===== src/rtl/selevy_gout_uart.sv =====
// selevy_gout_uart: output stage for the selevy core.
// Every rising edge of out_clk_i captures gout_i into a small nibble FIFO. Each
// queued nibble is sent as one uppercase ASCII hex character on an 8N1 UART line.
// Compile with SELEVY_UART_PARITY_EN defined to add an even-parity bit (8E1).
//
// Ports:
//   clk_i        system clock; all logic is on the rising edge
//   reset_ni     synchronous active-low reset
//   gout_i       4-bit output nibble from selevy
//   out_clk_i    output strobe from selevy, synchronous to clk_i
//   tx_o         UART serial data, idles high
//   busy_o       high while a frame is on the line
//   overflow_o   sticky: a capture was dropped because the FIFO was full
//   fifo_count_o number of occupied FIFO entries
module selevy_gout_uart #(
    parameter int unsigned CLK_DIV    = 16,
    parameter int unsigned FIFO_DEPTH = 8
) (
    input  logic                          clk_i,
    input  logic                          reset_ni,
    input  logic [3:0]                    gout_i,
    input  logic                          out_clk_i,
    output logic                          tx_o,
    output logic                          busy_o,
    output logic                          overflow_o,
    output logic [$clog2(FIFO_DEPTH):0]   fifo_count_o
);

    localparam int unsigned PtrW = $clog2(FIFO_DEPTH);
    localparam int unsigned DivW = $clog2(CLK_DIV);

`ifdef SELEVY_UART_PARITY_EN
    typedef enum logic [2:0] {StIdle, StStart, StData, StParity, StStop} state_e;
`else
    typedef enum logic [2:0] {StIdle, StStart, StData, StStop} state_e;
`endif

    function automatic logic [7:0] to_ascii(input logic [3:0] nib);
        return (nib < 4'd10) ? 8'h30 + {4'h0, nib} : 8'h37 + {4'h0, nib};
    endfunction

    logic              out_clk_q;
    logic [3:0]        mem_q [FIFO_DEPTH];
    logic [PtrW-1:0]   wr_ptr_q, rd_ptr_q;
    logic [PtrW:0]     count_q;
    logic              overflow_q;
    state_e            state_q, state_d;
    logic [DivW-1:0]   div_q, div_d;
    logic [2:0]        bit_q, bit_d;
    logic [7:0]        shift_q, shift_d;
    logic              tx_q, tx_d;
`ifdef SELEVY_UART_PARITY_EN
    logic              parity_q, parity_d;
`endif

    logic capture, pop, push, full, div_last;
    logic [7:0] head_ascii;

    // out_clk_q resets high so a strobe already high at reset release is ignored.
    assign capture    = out_clk_i & ~out_clk_q;
    assign pop        = (state_q == StIdle) && (count_q != '0);
    assign full       = (count_q == (PtrW + 1)'(FIFO_DEPTH));
    // A pop in the same cycle frees the slot the push lands in.
    assign push       = capture && (!full || pop);
    assign head_ascii = to_ascii(mem_q[rd_ptr_q]);
    assign div_last   = (div_q == DivW'(CLK_DIV - 1));

    always_comb begin
        state_d  = state_q;
        div_d    = div_q;
        bit_d    = bit_q;
        shift_d  = shift_q;
        tx_d     = tx_q;
`ifdef SELEVY_UART_PARITY_EN
        parity_d = parity_q;
`endif
        case (state_q)
            StIdle: begin
                tx_d = 1'b1;
                if (pop) begin
                    shift_d  = head_ascii;
`ifdef SELEVY_UART_PARITY_EN
                    parity_d = ^head_ascii;
`endif
                    tx_d     = 1'b0;
                    div_d    = '0;
                    bit_d    = '0;
                    state_d  = StStart;
                end
            end
            StStart: begin
                if (div_last) begin
                    div_d   = '0;
                    tx_d    = shift_q[0];
                    state_d = StData;
                end else begin
                    div_d = div_q + DivW'(1);
                end
            end
            StData: begin
                if (div_last) begin
                    div_d = '0;
                    if (bit_q == 3'd7) begin
                        bit_d   = '0;
`ifdef SELEVY_UART_PARITY_EN
                        tx_d    = parity_q;
                        state_d = StParity;
`else
                        tx_d    = 1'b1;
                        state_d = StStop;
`endif
                    end else begin
                        bit_d   = bit_q + 3'd1;
                        shift_d = shift_q >> 1;
                        tx_d    = shift_q[1];
                    end
                end else begin
                    div_d = div_q + DivW'(1);
                end
            end
`ifdef SELEVY_UART_PARITY_EN
            StParity: begin
                if (div_last) begin
                    div_d   = '0;
                    tx_d    = 1'b1;
                    state_d = StStop;
                end else begin
                    div_d = div_q + DivW'(1);
                end
            end
`endif
            StStop: begin
                if (div_last) begin
                    div_d   = '0;
                    state_d = StIdle;
                end else begin
                    div_d = div_q + DivW'(1);
                end
            end
            default: begin
                tx_d    = 1'b1;
                state_d = StIdle;
            end
        endcase
    end

    always_ff @(posedge clk_i) begin
        if (!reset_ni) begin
            out_clk_q  <= 1'b1;
            wr_ptr_q   <= '0;
            rd_ptr_q   <= '0;
            count_q    <= '0;
            overflow_q <= 1'b0;
            state_q    <= StIdle;
            div_q      <= '0;
            bit_q      <= '0;
            shift_q    <= '0;
            tx_q       <= 1'b1;
`ifdef SELEVY_UART_PARITY_EN
            parity_q   <= 1'b0;
`endif
        end else begin
            out_clk_q <= out_clk_i;
            if (push) wr_ptr_q <= wr_ptr_q + PtrW'(1);
            if (pop)  rd_ptr_q <= rd_ptr_q + PtrW'(1);
            case ({push, pop})
                2'b10:   count_q <= count_q + (PtrW + 1)'(1);
                2'b01:   count_q <= count_q - (PtrW + 1)'(1);
                default: count_q <= count_q;
            endcase
            if (capture && !push) overflow_q <= 1'b1;
            state_q  <= state_d;
            div_q    <= div_d;
            bit_q    <= bit_d;
            shift_q  <= shift_d;
            tx_q     <= tx_d;
`ifdef SELEVY_UART_PARITY_EN
            parity_q <= parity_d;
`endif
        end
    end

    // Storage needs no reset: the pointers define which entries are valid.
    always_ff @(posedge clk_i) begin
        if (push) mem_q[wr_ptr_q] <= gout_i;
    end

    assign tx_o         = tx_q;
    assign busy_o       = (state_q != StIdle);
    assign overflow_o   = overflow_q;
    assign fifo_count_o = count_q;

endmodule


===== config.mk =====
export PLATFORM = sky130hd
export DESIGN_NAME = selevy_gout_uart
export DESIGN_NICKNAME = d
export VERILOG_FILES = /design/src/rtl/selevy_gout_uart.sv
export SDC_FILE = /design/constraint.sdc
export NUM_CORES = 1
export LEC_CHECK = 0
export CAP_MARGIN = 20
export CORE_ASPECT_RATIO = 0.6
export CORE_MARGIN = 3
export CORE_UTILIZATION = 59
export DETAILED_ROUTE_END_ITERATION = 16
export GPL_TIMING_DRIVEN = 0
export PLACE_DENSITY = 0.83
export SLEW_MARGIN = 30
export SYNTH_ARGS = -nofsm -noshare
export SYNTH_HDL_FRONTEND = slang
export SYNTH_SLANG_ARGS = --single-unit
export TNS_END_PERCENT = 1

===== constraint.sdc =====
create_clock -name clk_i -period 3.36 [get_ports clk_i]
set_input_delay 0.672 -clock clk_i [delete_from_list [all_inputs] [get_ports clk_i]]
set_output_delay 0.672 -clock clk_i [all_outputs]
set_load 0.02 [all_outputs]

* Word level (Yosys, flattened, before mapping)
Memory sizes are Yosys's and may differ from the RTL's. A register that Yosys moved wholly into a read port is not among the register bits. Cells that the tools add are included.
Operators by class: $add $sub $neg 8, magnitude comparators 1, equal/unequal tests 14, muxes and demuxes 28, bitwise gates (word level) 3, reductions and logical operators 18
Operators by type and width (count):
- 3-bit 2-to-1 mux | 10
- 8-bit 2-to-1 mux | 3
- 4-bit one-hot mux with 2 select lines | 2
- 8-bit one-hot mux with 2 select lines | 1
- 6-bit by 4-bit adder with 7-bit output, first input constant | 2
- 2-bit != test, second input constant | 6
- 3-bit one-hot mux with 4 select lines | 1
- 3-bit by 1-bit adder with 3-bit output, second input constant | 3
- 4-bit by 1-bit adder with 4-bit output, second input constant | 2
- 4-bit == test, second input constant | 2
- 4-bit 2-to-1 mux | 2
- 7-bit 2-to-1 mux | 1
- 3-bit by 2-bit == test with 1-bit output, second input constant | 2
- 1-bit 2-to-1 mux | 6
- 3-bit one-hot mux with 2 select lines | 1
- 3-bit AND reduction | 2
- 2-bit nonzero test | 3
- 5-bit AND reduction | 1
- 4-bit < comparator, second input constant | 1
- 1-bit one-hot mux with 4 select lines | 1
- 4-bit AND reduction | 1
- 4-bit nonzero test | 1
- 4-bit by 1-bit subtractor with 4-bit output, second input constant | 1
- 3-bit by 1-bit == test with 1-bit output, second input constant | 1
- 12 further kinds | 16
Storage, ports and cells: flip-flop bits (word level) 31, bits in writable memories 32, input port bits 7, output and inout bits 7, word-level logic and storage cells 83, memories 1
Memories:
- mem_q | words 8, bits a word 4, read ports 1, clocked after memory_dff 1, write ports 1, RTL line 43 | logic [3:0] mem_q [FIFO_DEPTH];

* Longest topological paths before layout
Gate-level depths: netlist of run 1.
depth after elaboration 6, depth in mapped cells 11, gate-level depth less buffers 10

* Worst setup path after synthesis of run 1
No wires, ideal clock.
path kind flip-flop to flip-flop, start reg state_q[0], end reg count_q[3], in the netlist fifo_count_o[3], setup time 0.128 ns, arrival 2.226 ns, required time 3.232 ns, setup slack 1.007 ns, cell stages (with the launch flop) 12, buffers on the path 1, period minus slack after synthesis 2.353 ns, cell sequence dfxtp_1 -> inv_1 -> ha_1 -> clkbuf_1 -> o41a_1 -> and2_1 -> ha_1 -> a21o_1 -> a21oi_1 -> mux2i_1 -> xor2_1 -> nor2_1
Between the ends: cells in the longest elaborated chain, start to end 6, elaborated cells on any way between the ends 8, those cells by class 2 x eq/ne; 1 x mux; 5 x reduce/logical
Ends and longest elaborated chain:
- start, declared | RTL line 47 | state_e state_q, state_d;
- start signal, assigned | RTL line 154 | state_q <= StIdle;
- start signal, assigned | RTL line 172 | state_q <= state_d;
- 3-bit logical NOT (*) | RTL line 61 | assign pop = (state_q == StIdle) && (count_q != '0);
- 1-bit logical AND (*) | RTL line 61
- 1-bit logical OR | RTL line 64 | assign push = capture && (!full || pop);
- 1-bit logical AND | RTL line 64
- 2-bit by 1-bit == test with 1-bit output / 2-bit == test (equally long branches) | RTL line 166 | case ({push, pop})
- 4-bit one-hot mux with 2 select lines / 2-bit nonzero test (equally long branches)
- end signal, assigned | RTL line 167 | 2'b10: count_q <= count_q + (PtrW + 1)'(1);
- end signal, assigned | RTL line 168 | 2'b01: count_q <= count_q - (PtrW + 1)'(1);
- end signal, assigned | RTL line 169 | default: count_q <= count_q;
- end, declared | RTL line 45 | logic [PtrW:0] count_q;
Mark *: on every way between the ends. The rest lies on a longest branch, timed or not. A chain may end at the register's enable or synchronous reset.

* Worst setup path in the final report of run 1
start reg state_q[1], end mem mem_q[0][3], enable pin
Between the ends: cells in the longest elaborated chain, start to end 6
Ends and longest elaborated chain:
- 3-bit logical NOT | RTL line 61
- 1-bit logical AND | RTL line 61
- 1-bit logical OR | RTL line 64
- 1-bit logical AND | RTL line 64
- 1-bit 2-to-1 mux | RTL line 185 | if (push) mem_q[wr_ptr_q] <= gout_i;
- 1-bit 2-to-1 mux (implied by the code) | RTL line 185
- end, declared | RTL line 43
No other way between the ends.

==> impl_results.md, run 1 <==
* Status: completed
* Top cell type by total area after synthesis: edfxtp_1
* Area of the core region at 4680 um^2
* Leakage at 1.20 nW
* Hold violation count in the final report at 0
* Number of global-route vias before repair at 1,848
* Register-to-register path setup slack at 0.55 ns
* Worst max-slew margin expressed relative to the limit at 45.8%
* Vias after detailed routing at 1,939
* Number of DRC violations after detailed routing at 0
* Share of flip-flops with an asynchronous set or reset at 0%
* Initial antenna violation count at 0
* Kind of critical path: reg -> reg
* Worst slew pin tran at 0.807 ns
* Sum of negative setup slack at 0 ns
* CTS H-Tree Depth at 3
* Num ports at 14
* Post-CTS Repair Setup Buffers at 0
* Count of unique library cells instantiated by Yosys at 43
* Iteration count of the initial detailed-routing pass at 4
* Unrepaired setup endpoints after global routing: no
* Growth of design area from synthesis to finish at 13.8%
* Synthesized area divided by synthesized cell count at 12.1 um^2
* Fraction of synthesized cell area taken by the top area cell type at 32.8%
* GR Util All Layers at 21.0%
* Count of antenna-violating nets left after detailed routing at 0
* Commonest cells in the netlist: dfxtp_1 (32), edfxtp_1 (32), nor2_1 (32), nand2_1 (15), ha_1 (13)
* Die ar. at 5870 um^2
* Diode count at 0
* Endpoint class of the critical path: flip-flop
* Die width at 96.9 um
* Placed Cells at 318
* Sort of element at the start of the critical path: flip-flop
* Share of the cycle needed by the critical path after routing at 83.6%
* Minimum period implied by the final worst setup slack at 2.81 ns
* Post-synth design cell area at 2930 um^2
* Starting utilization of the core area at 62.5%
* Number of port buffers at 13
* Areal power density over the cells at 865 nW/um^2
* Cell types occupying the most area after synthesis: edfxtp_1 (33%), dfxtp_1 (22%), ha_1 (5.6%)
* Clock latency on the worst-skew pair at 0.34 ns
* Number of warnings printed during yosys synthesis at 0
* CTS Buffer Depth at 2
* Worst-path fanout max at 9
* Largest clock skew in the final design at 0.00819 ns
* Total gr overflow at 0
* Gate Count Post-Synth at 242
* Maximum number of pins on one net before global-route repair at 13
* Nets at 287
* Number of setup violations in the final report at 0
* Via density per instance at 5.81
* Peak supply drop at 713 uV
* Post-cts sizing count at 0
* Net count of the mapped netlist at 263
* Detail-routed net length per standard cell at 16.6 um
* Clock tree from TritonCTS: done
* Number of buffers added to fix hold violations after cts at 0
* Highest Clock Rate at 356 MHz
* Iteration-0 DRC count of the detailed router at 144
* Final RePlAce weighted congestion at 0.814
* CTS clk-pin slew, worst paths at 0.07 ns
* Final cell utilization of the core at 71.1%
* Number of synthesized register bits at 64
* HPWL Detailed at 3940 um
* Data required time at the worst endpoint at 3.33 ns
* Arrival time at the worst endpoint at 2.78 ns
* Primary FF master, synth: edfxtp_1
* Hold Crit Class: reg -> reg
* Power, Total at 0.00288 W
* Core Rows at 19
* Cts bufs inserted at 9
* Die Y-Extent at 60.5 um
* Cell at the root of the clock tree: clkbuf_8
* Sequential cell area fraction in the yosys report at 54.7%
* Final routed wirelength across all metal layers at 5540 um
* Total clock sinks at 64
* MaxCap Viol Count at 0
* Global-route wire length before repair at 9180 um
* Number of enable-type register cells in the synthesized netlist at 32
* Non-filler cells in the finished layout at 334
* Max-slew violation count at 0
* Fraction of final layout cells sized beyond drive strength 1 at 12.2%
[final timing paths]
| kind | to | startpoint | depth (start not counted) |
|---|---|---|---|
| max | mem_q[0][3] | state_q[1] | 7 |
| min | shift_q[2] | shift_q[2] | 2 |
| max reg2reg | mem_q[0][3] | state_q[1] | 7 |
| min reg2reg | shift_q[2] | shift_q[2] | 2 |
[layout make-up]
class                   count  area, um^2
plain buffers               6        50.0
clock buffers               9         124
clock inverters             7        71.3
fillers                   310        1350
inverters                  10        37.5
multi-input cells         162        1240
flip-flops and latches     64        1600
well taps                  63        78.8
repair buffers             13         130
[power by group]
group | leakage (nW) | internal [W] | switching (W)
combinational | 0.556 | 0.000530 | 0.000696
clock | 0.0933 | 0.000342 | 0.000307
sequential | 0.550 | 0.000923 | 0.0000821
[state kept, by name, indices dropped and copies added, names as in the netlist, named ones only]
signal,cells
div_q,4
bit_q,3
tx_o,1
fifo_count_o,4
rd_ptr_q,3
wr_ptr_q,3
mem_q,32
overflow_o,1
out_clk_q,1
state_q,2
shift_q,7
[cell usage in the layout, fill, tap and decap left out, types with 2 or more instances in the layout]
| cell type | instances |
|---|---|
| a21oi_1 | 10 |
| a21o_1 | 2 |
| nand2_1 | 15 |
| clkdlybuf4s50_1 | 13 |
| mux2i_1 | 8 |
| a21oi_2 | 3 |
| xor2_1 | 4 |
| a211oi_1 | 4 |
| a31oi_1 | 2 |
| edfxtp_1 | 32 |
| nor3_1 | 5 |
| nand2b_1 | 7 |
| dfxtp_1 | 32 |
| mux4_1 | 2 |
| ha_1 | 13 |
| o21ai_0 | 9 |
| clkbuf_8 | 11 |
| mux4_2 | 6 |
| nand3_1 | 4 |
| nand4_1 | 3 |
| nor2_1 | 32 |
| xnor2_1 | 4 |
| clkbuf_1 | 3 |
| a22oi_1 | 5 |
| inv_1 | 10 |
| clkinvlp_4 | 2 |
| nor2b_1 | 4 |
| mux2i_4 | 2 |
| and2_1 | 3 |
[metal layers]
layer / share of wire, % / up-vias / GRT usage [%]
met1: 49 / 930 / 28.8
met2: 43 / 54 / 30.6
met3: 6.3 / 10 / 8.15
met4: 1.3 / 0 / 8.00
met5: 0 / - / 0
li1: - / 945 / -
[stage by stage]
step	setup slack, ns	instance area [um^2]	hold slack, ns
global placement	0.608	3130	0.442
floorplan	1.01	2930	0.436
global route	0.434	3330	0.505
detailed placement	0.485	3130	0.461
finish	0.550	3330	0.483
CTS	0.628	3330	0.485
[worst max-delay path, stage by stage (launching register included)]
cell	delay (ns)
dfxtp_1	0.36
inv_1	0.11
ha_1	0.15
clkbuf_1	0.33
nor2b_1	0.17
a21oi_1	0.45
nand2b_1	0.21
nor3_1	0.66
[kinds of logic (layout without fill, tap and decap cells)]
| logic type | after synthesis | in the layout | share of synthesized area (%) |
|---|---|---|---|
| AND/OR/NAND/NOR | 76 | 76 | 11.8 |
| flip-flops | 64 | 64 | 54.7 |
| AO/OA/AOI/OAI | 45 | 45 | 10.6 |
| multiplexers | 19 | 19 | 11.2 |
| buffers and inverters | 16 | 45 | 2.99 |
| adder cells (fa/ha/maj) | 14 | 14 | 6.24 |
| XOR/XNOR | 8 | 8 | 2.39 |
(Power assumes the default switching activity.)
==> inputs of run 2 (changes only) <==
==> constraint.sdc (replaced) <==
create_clock -name clk_i -period 2.9 [get_ports clk_i]
set_input_delay 0.58 -clock clk_i [delete_from_list [all_inputs] [get_ports clk_i]]
set_output_delay 0.58 -clock clk_i [all_outputs]
set_load 0.02 [all_outputs]
==> impl_results.md, run 2 (same netlist as run 1, synthesis figures left out) <==
* Status: completed
* Registers with the most flip-flops: mem_q x32, shift_q x7
* Hold violation count in the final report at 0 (unchanged)
* Placed cell area at 3130 um^2 (unchanged)
* Non-Filler Cell Area, Final at 3330 um^2 (-0.11%)
* Register bank with the most flops: mem_q
* Reg area at 1600 um^2 (unchanged)
* CTS H-Tree Depth at 3 (unchanged)
* Area used by multi-input combinational logic at 1240 um^2 (unchanged)
* Post-CTS Repair Setup Buffers at 0 (unchanged)
* Hold Crit Class: reg -> reg
* Diode count at 0 (unchanged)
* Total gr overflow at 0 (unchanged)
* GR Util All Layers at 21.0% (unchanged)
* Number of global-route vias before repair at 1,848 (unchanged)
* Number of port buffers at 13 (unchanged)
* Count of antenna-violating nets left after detailed routing at 0 (unchanged)
* Clock tree from TritonCTS: done
* HPWL Detailed at 3940 um (unchanged)
* Via density per instance at 5.80 (about the same)
* Final routed wirelength across all metal layers at 5510 um (-0.52%)
* Peak supply drop at 825 uV (+16%)
* Die width at 96.9 um (unchanged)
* Detail-routed net length per standard cell at 16.5 um (-0.22%)
* Final-layout worst hold slack at 0.485 ns (+0.00179 ns)
* Largest register FFs at 32 (unchanged)
* Leakage at 1.20 nW (about the same)
* Post-cts sizing count at 0 (unchanged)
* Growth of design area from synthesis to finish at 13.7%
* Endpoint class of the critical path: flip-flop
* Final setup slack of the worst path at 0.234 ns (-0.316 ns)
* Areal power density over the cells at 1000 nW/um^2 (+16%)
* Worst slew pin tran at 0.775 ns (-0.0318 ns)
* Starting utilization of the core area at 62.5% (unchanged)
* Iteration-0 DRC count of the detailed router at 140 (-2.8%)
* Commonest cells after routing, fill and taps aside: nor2_1 (32), dfxtp_1 (32), edfxtp_1 (32)
* Share of the cycle needed by the critical path after routing at 91.9% (+8.3 points)
* CTS Buffer Depth at 2 (unchanged)
* Nets at 286 (-0.35%)
* Number of setup violations in the final report at 0 (unchanged)
* Placement Setup Slack at 0.117 ns (-0.368 ns)
* Kind of critical path: reg -> reg
* Core Rows at 19 (unchanged)
* MaxCap Viol Count at 0 (unchanged)
* Die Y-Extent at 60.5 um (unchanged)
* Number of DRC violations after detailed routing at 0 (unchanged)
* CTS clk-pin slew, worst paths at 0.07 ns (about the same)
* Clock latency on the worst-skew pair at 0.34 ns (about the same)
* Num ports at 14 (unchanged)
* Number of buffers added to fix hold violations after cts at 0 (unchanged)
* Largest clock skew in the final design at 0.00689 ns (-0.00130 ns)
* Unrepaired setup endpoints after global routing: no
* Sum of negative setup slack at 0 ns (unchanged)
* Cell at the root of the clock tree: clkbuf_8
* Final RePlAce weighted congestion at 0.814 (unchanged)
* Global-route wire length before repair at 9180 um (unchanged)
* Die ar. at 5870 um^2 (unchanged)
* Max-slew violation count at 0 (unchanged)
* Iteration count of the initial detailed-routing pass at 4 (unchanged)
* Worst max-slew margin expressed relative to the limit at 47.9% (+2.1 points)
* Critical path cell sequence: inv_1 -> ha_1 -> nor2b_1 -> a21oi_1 -> nand2b_1 -> nor3_1
* # fillers at 310 (unchanged)
* Initial antenna violation count at 0 (unchanged)
* Vias after detailed routing at 1,933 (-0.31%)
* Worst-path fanout max at 9 (unchanged)
* Delay of the slowest cell on the worst path at 0.64 ns (-0.02 ns)
* Data required time at the worst endpoint at 2.87 ns (-0.46 ns)
* Highest Clock Rate at 375 MHz (+5.4%)
* Cts bufs inserted at 9 (unchanged)
* Sort of element at the start of the critical path: flip-flop
* Arrival time at the worst endpoint at 2.63 ns (-0.15 ns)
* Critical-path cell with the highest stage delay: nor3_1
* Minimum period implied by the final worst setup slack at 2.67 ns (-0.144 ns)
* Area of the core region at 4680 um^2 (unchanged)
* Final cell utilization of the core at 71.0% (-0.080 points)
* Fraction of final layout cells sized beyond drive strength 1 at 12.2% (+0.045 points)
* Total clock sinks at 64 (unchanged)
* Maximum number of pins on one net before global-route repair at 13 (unchanged)
run 2: per-stage QoR:
step,instances,total power (W)
finish,333,0.00333
global route,333,0.00356
CTS,334,0.00333
detailed placement,318,0.00256
global placement,318,0.00252
floorplan,242,0.00225
run 2: critical path: cells and delay by family (launching register included):
family          cells  cell delay (ns)
compound gates      1             0.45
fa+ha+maj           1             0.37
buf+inv             1             0.11
flops               1             0.36
simple gates        3             1.01
run 2: routing by layer:
layer | global-route usage [%] | routed length [um] | part of all wire, %
met5 | 0 | 0 | 0
met1 | 28.8 | 2710 | 49
met2 | 30.6 | 2440 | 44
met3 | 8.15 | 303 | 5.5
met4 | 8.00 | 61 | 1.1
run 2: final cells by class:
cell class / count / area share (%)
sequential: 64 / 48.2
clock buffer: 9 / 3.72
clock inverter: 7 / 2.14
multi-input combinational: 162 / 37.2
buffer: 5 / 1.39
timing repair buffer: 13 / 3.91
inverter: 10 / 1.13
tap: 63 / 2.37
run 2: final timing paths:
path	start	to	slack, ns	cells past startpoint
setup / recovery	state_q[1]	mem_q[0][3]	0.23	6
hold / removal	shift_q[5]	shift_q[5]	0.48	2
setup reg to reg	state_q[1]	mem_q[0][3]	0.23	6
hold reg to reg	shift_q[5]	shift_q[5]	0.48	2
run 2: report_power, final:
part           internal, W  switching, W  total [W]  leakage (nW)
sequential         0.00107     0.0000945    0.00116         0.550
combinational     0.000616      0.000801    0.00142         0.555
clock             0.000396      0.000354   0.000750        0.0933
total              0.00208       0.00125    0.00333          1.20
==> inputs of run 3 (changes only) <==
==> config.mk (replaced) <==
export PLATFORM = sky130hd
export DESIGN_NAME = selevy_gout_uart
export DESIGN_NICKNAME = d
export VERILOG_FILES = /design/src/rtl/selevy_gout_uart.sv
export SDC_FILE = /design/constraint.sdc
export NUM_CORES = 1
export LEC_CHECK = 0
export ABC_AREA = 1
export CAP_MARGIN = 20
export CORE_ASPECT_RATIO = 0.6
export CORE_MARGIN = 3
export CORE_UTILIZATION = 60
export CTS_CLUSTER_SIZE = 30
export DETAILED_ROUTE_END_ITERATION = 16
export GPL_TIMING_DRIVEN = 0
export PLACE_DENSITY = 0.84
export SLEW_MARGIN = 30
export SYNTH_ARGS = -nofsm -noshare
export SYNTH_HDL_FRONTEND = slang
export SYNTH_SLANG_ARGS = --single-unit
==> impl_results.md, run 3 <==
* Die Y-Extent at 62.1 um (+2.6%)
* MaxCap Viol Count at 0 (unchanged)
* Clock tree from TritonCTS: done
* Worst-path fanout max at 5 (-4)
* Worst max-slew margin expressed relative to the limit at 69.1% (+21 points)
* Number of setup violations in the final report at 0 (unchanged)
* GR Util All Layers at 22.8% (+1.8 points)
* Endpoint class of the critical path: primary output
* Detail-routed net length per standard cell at 14.5 um (-13%)
* Post-cts sizing count at 0 (unchanged)
* Diode count at 0 (unchanged)
* Peak supply drop at 794 uV (-3.8%)
* Final routed wirelength across all metal layers at 6480 um (+17%)
* Synthesized area divided by synthesized cell count at 8.81 um^2 (-27%)
* Highest Clock Rate at 396 MHz (+5.6%)
* Data required time at the worst endpoint at 2.32 ns (-0.55 ns)
* Sequential cell area fraction in the yosys report at 50.9% (-3.8 points)
* Commonest cells in the netlist: nand2_1 (73), inv_1 (46), dfxtp_1 (32), edfxtp_1 (32), nor2_1 (32)
* Fraction of the mapped netlist area in compound gates at 10.0% (-0.54 points)
* Largest register FFs at 32 (unchanged)
* Post-CTS Repair Setup Buffers at 0 (unchanged)
* Unrepaired setup endpoints after global routing: no
* HPWL Detailed at 4520 um (+15%)
* Clock latency on the worst-skew pair at 0.34 ns (about the same)
* Most used standard cell by instance count after synthesis: nand2_1
* Number of enable-type register cells in the synthesized netlist at 32 (unchanged)
* Top cell type by total area after synthesis: edfxtp_1
* Number of synthesized register bits at 64 (unchanged)
* Non-filler cells in the finished layout at 448 (+35%)
* Critical path cell sequence: inv_1 -> ha_1 -> inv_2 -> clkdlybuf4s50_1
* Area of the core region at 4800 um^2 (+2.5%)
* Count of unique library cells instantiated by Yosys at 34 (-21%)
* Mux cell area share after synthesis at 0% (-11 points)
* Die width at 99.5 um (+2.7%)
* Count of antenna-violating nets left after detailed routing at 0 (unchanged)
* Largest clock skew in the final design at 0.0102 ns (+0.00332 ns)
* Post-synth design cell area at 3150 um^2 (+7.5%)
* Parity-gate share of the synthesized area counting xor and xnor cells at 0.557% (-1.8 points)
* Number of DRC violations after detailed routing at 0 (unchanged)
* Fraction of final layout cells sized beyond drive strength 1 at 14.0% (+1.8 points)
* Number of warnings printed during yosys synthesis at 0 (unchanged)
* Net count of the mapped netlist at 378 (+44%)
* Register bank with the most flops: mem_q
* Vias after detailed routing at 2,432 (+26%)
* Worst slew pin tran at 0.464 ns (-0.311 ns)
* Core Rows at 19 (unchanged)
* Initial antenna violation count at 0 (unchanged)
* CTS H-Tree Depth at 3 (unchanged)
* Primary FF master, synth: edfxtp_1
* Hold violation count in the final report at 0 (unchanged)
* Sum of negative setup slack at 0 ns (unchanged)
* Share of the cycle needed by the critical path after routing at 87.0% (-4.9 points)
* Number of global-route vias before repair at 2,197 (+19%)
* Iteration-0 DRC count of the detailed router at 164 (+17%)
* Growth of design area from synthesis to finish at 14.0%
* Sort of element at the start of the critical path: flip-flop
* Global-route wire length before repair at 10,500 um (+14%)
* Kind of critical path: reg -> out
* Number of port buffers at 12 (-1)
* Most common library cell in the layout ignoring fill and taps: nand2_1
* Area fraction in and, or, nand and nor cells after synthesis at 24.6% (+13 points)
* Critical-path cell with the highest stage delay: clkdlybuf4s50_1
* CTS Buffer Depth at 2 (unchanged)
* Gate Count Post-Synth at 357 (+48%)
* Total gr overflow at 0 (unchanged)
* Final setup slack of the worst path at 0.376 ns (+0.142 ns)
* Placement Setup Slack at 0.399 ns (+0.283 ns)
* Delay of the slowest cell on the worst path at 0.61 ns (-0.03 ns)
* Starting utilization of the core area at 65.5% (+3.0 points)
* Final RePlAce weighted congestion at 0.829 (+1.7%)
* Status: completed
* Leakage at 1.59 nW (+32%)
* Total clock sinks at 64 (unchanged)
* Adder and majority gate portion of the synthesized area at 5.81% (-0.44 points)
* Die ar. at 6180 um^2 (+5.3%)
* Registers with the most flip-flops: mem_q x32, shift_q x7
* Max-slew violation count at 0 (unchanged)
* Arrival time at the worst endpoint at 1.94 ns (-0.69 ns)
* Fraction of synthesized cell area taken by the top area cell type at 30.5% (-2.3 points)
* Iteration count of the initial detailed-routing pass at 5 (+1)
* Placed cell area at 3340 um^2 (+6.7%)
* Combinational family with the most area after synthesis: simple AND/OR/NAND/NOR gates
* Maximum number of pins on one net before global-route repair at 13 (unchanged)
* Share of flip-flops with an asynchronous set or reset at 0% (unchanged)
* Num ports at 14 (unchanged)
* Final cell utilization of the core at 74.7% (+3.7 points)
* Cell at the root of the clock tree: clkbuf_8
* Areal power density over the cells at 1020 nW/um^2 (+2.2%)
* Cts bufs inserted at 9 (unchanged)
* Via density per instance at 5.43 (-6.5%)
* Nets at 401 (+40%)
* Number of buffers added to fix hold violations after cts at 0 (unchanged)
* Cell types occupying the most area after synthesis: edfxtp_1 (31%), dfxtp_1 (20%), nand2_1 (8.7%)
* Non-Filler Cell Area, Final at 3590 um^2 (+7.9%)
* Placed Cells at 432 (+36%)
* Commonest cells after routing, fill and taps aside: nand2_1 (73), inv_1 (46), nor2_1 (32), dfxtp_1 (32), edfxtp_1 (32)
* Minimum period implied by the final worst setup slack at 2.52 ns (-0.142 ns)
* Hold Crit Class: reg -> reg
* CTS clk-pin slew, worst paths at 0.08 ns (about the same)
## run 3: changes by cell type in the layout (fill, tap and decap cells not counted), moves of 6 or more
cell and delta:
nand2_1 +58, nand3_1 +19, inv_1 +36, o21ai_0 +11
nand2_4 +8, nand2b_1 -7, a21oi_1 +18, mux4_2 -6
mux2i_1 -8
## run 3: worst max-delay path: cells and delay by family (launching register included)
family / cells / cell delay [ns]
flops: 1 / 0.41
fa+ha+maj: 1 / 0.34
buf+inv: 3 / 0.84
## run 3: area by class of cell
type                       count  area (um^2)
multi-input combinational    234         1290
timing repair buffer          12          120
buffer                         7         51.3
clock inverter                 7          119
sequential                    64         1600
inverter                      52          203
clock buffer                   9          124
tap                           63         78.8
fill                         325         1210
## run 3: metal layers
metal	wire length (um)	global-route usage, %	up-vias
met3	483	6.24	13
met1	3030	31.4	1109
met4	70	9.14	0
met2	2890	34.8	96
met5	0	0	-
li1	-	-	1214
## run 3: cells by family (layout without fill, tap and decap cells)
kind of cell,Yosys count,count (layout)
DFF,64,64
xor gates and xnor gates,2,2
and+or+nand+nor,159,159
buffers and inverters,59,87
AOI/OAI and AO/OA,59,59
adders and majority gates,14,14
## run 3: where the power goes
group / total (W) / switching (W) / leakage, nW / internal, W
Combinational: 0.00157 / 0.00101 / 0.917 / 0.000563
Sequential: 0.00117 / 0.0000987 / 0.551 / 0.00107
Clock: 0.000932 / 0.000360 / 0.117 / 0.000572
Total: 0.00367 / 0.00146 / 1.59 / 0.00221
## run 3: path summary, 6_finish.rpt
path / start / to / slack, ns / cells past startpoint
worst min-delay path: rd_ptr_q[2] / rd_ptr_q[2] / 0.47 / 2
worst min register to register: rd_ptr_q[2] / rd_ptr_q[2] / 0.47 / 2
worst max-delay path: state_q[0] / busy_o / 0.38 / 4
worst max register to register: state_q[0] / fifo_count_o[2] / 0.75 / 8
## run 3: through the flow
step | hold WS, ns | power, W
after CTS | 0.472 | 0.00367
after global placement | 0.446 | 0.00264
final | 0.471 | 0.00367
after floorplan | 0.433 | 0.00236
after detailed placement | 0.459 | 0.00272
after global routing | 0.508 | 0.00392
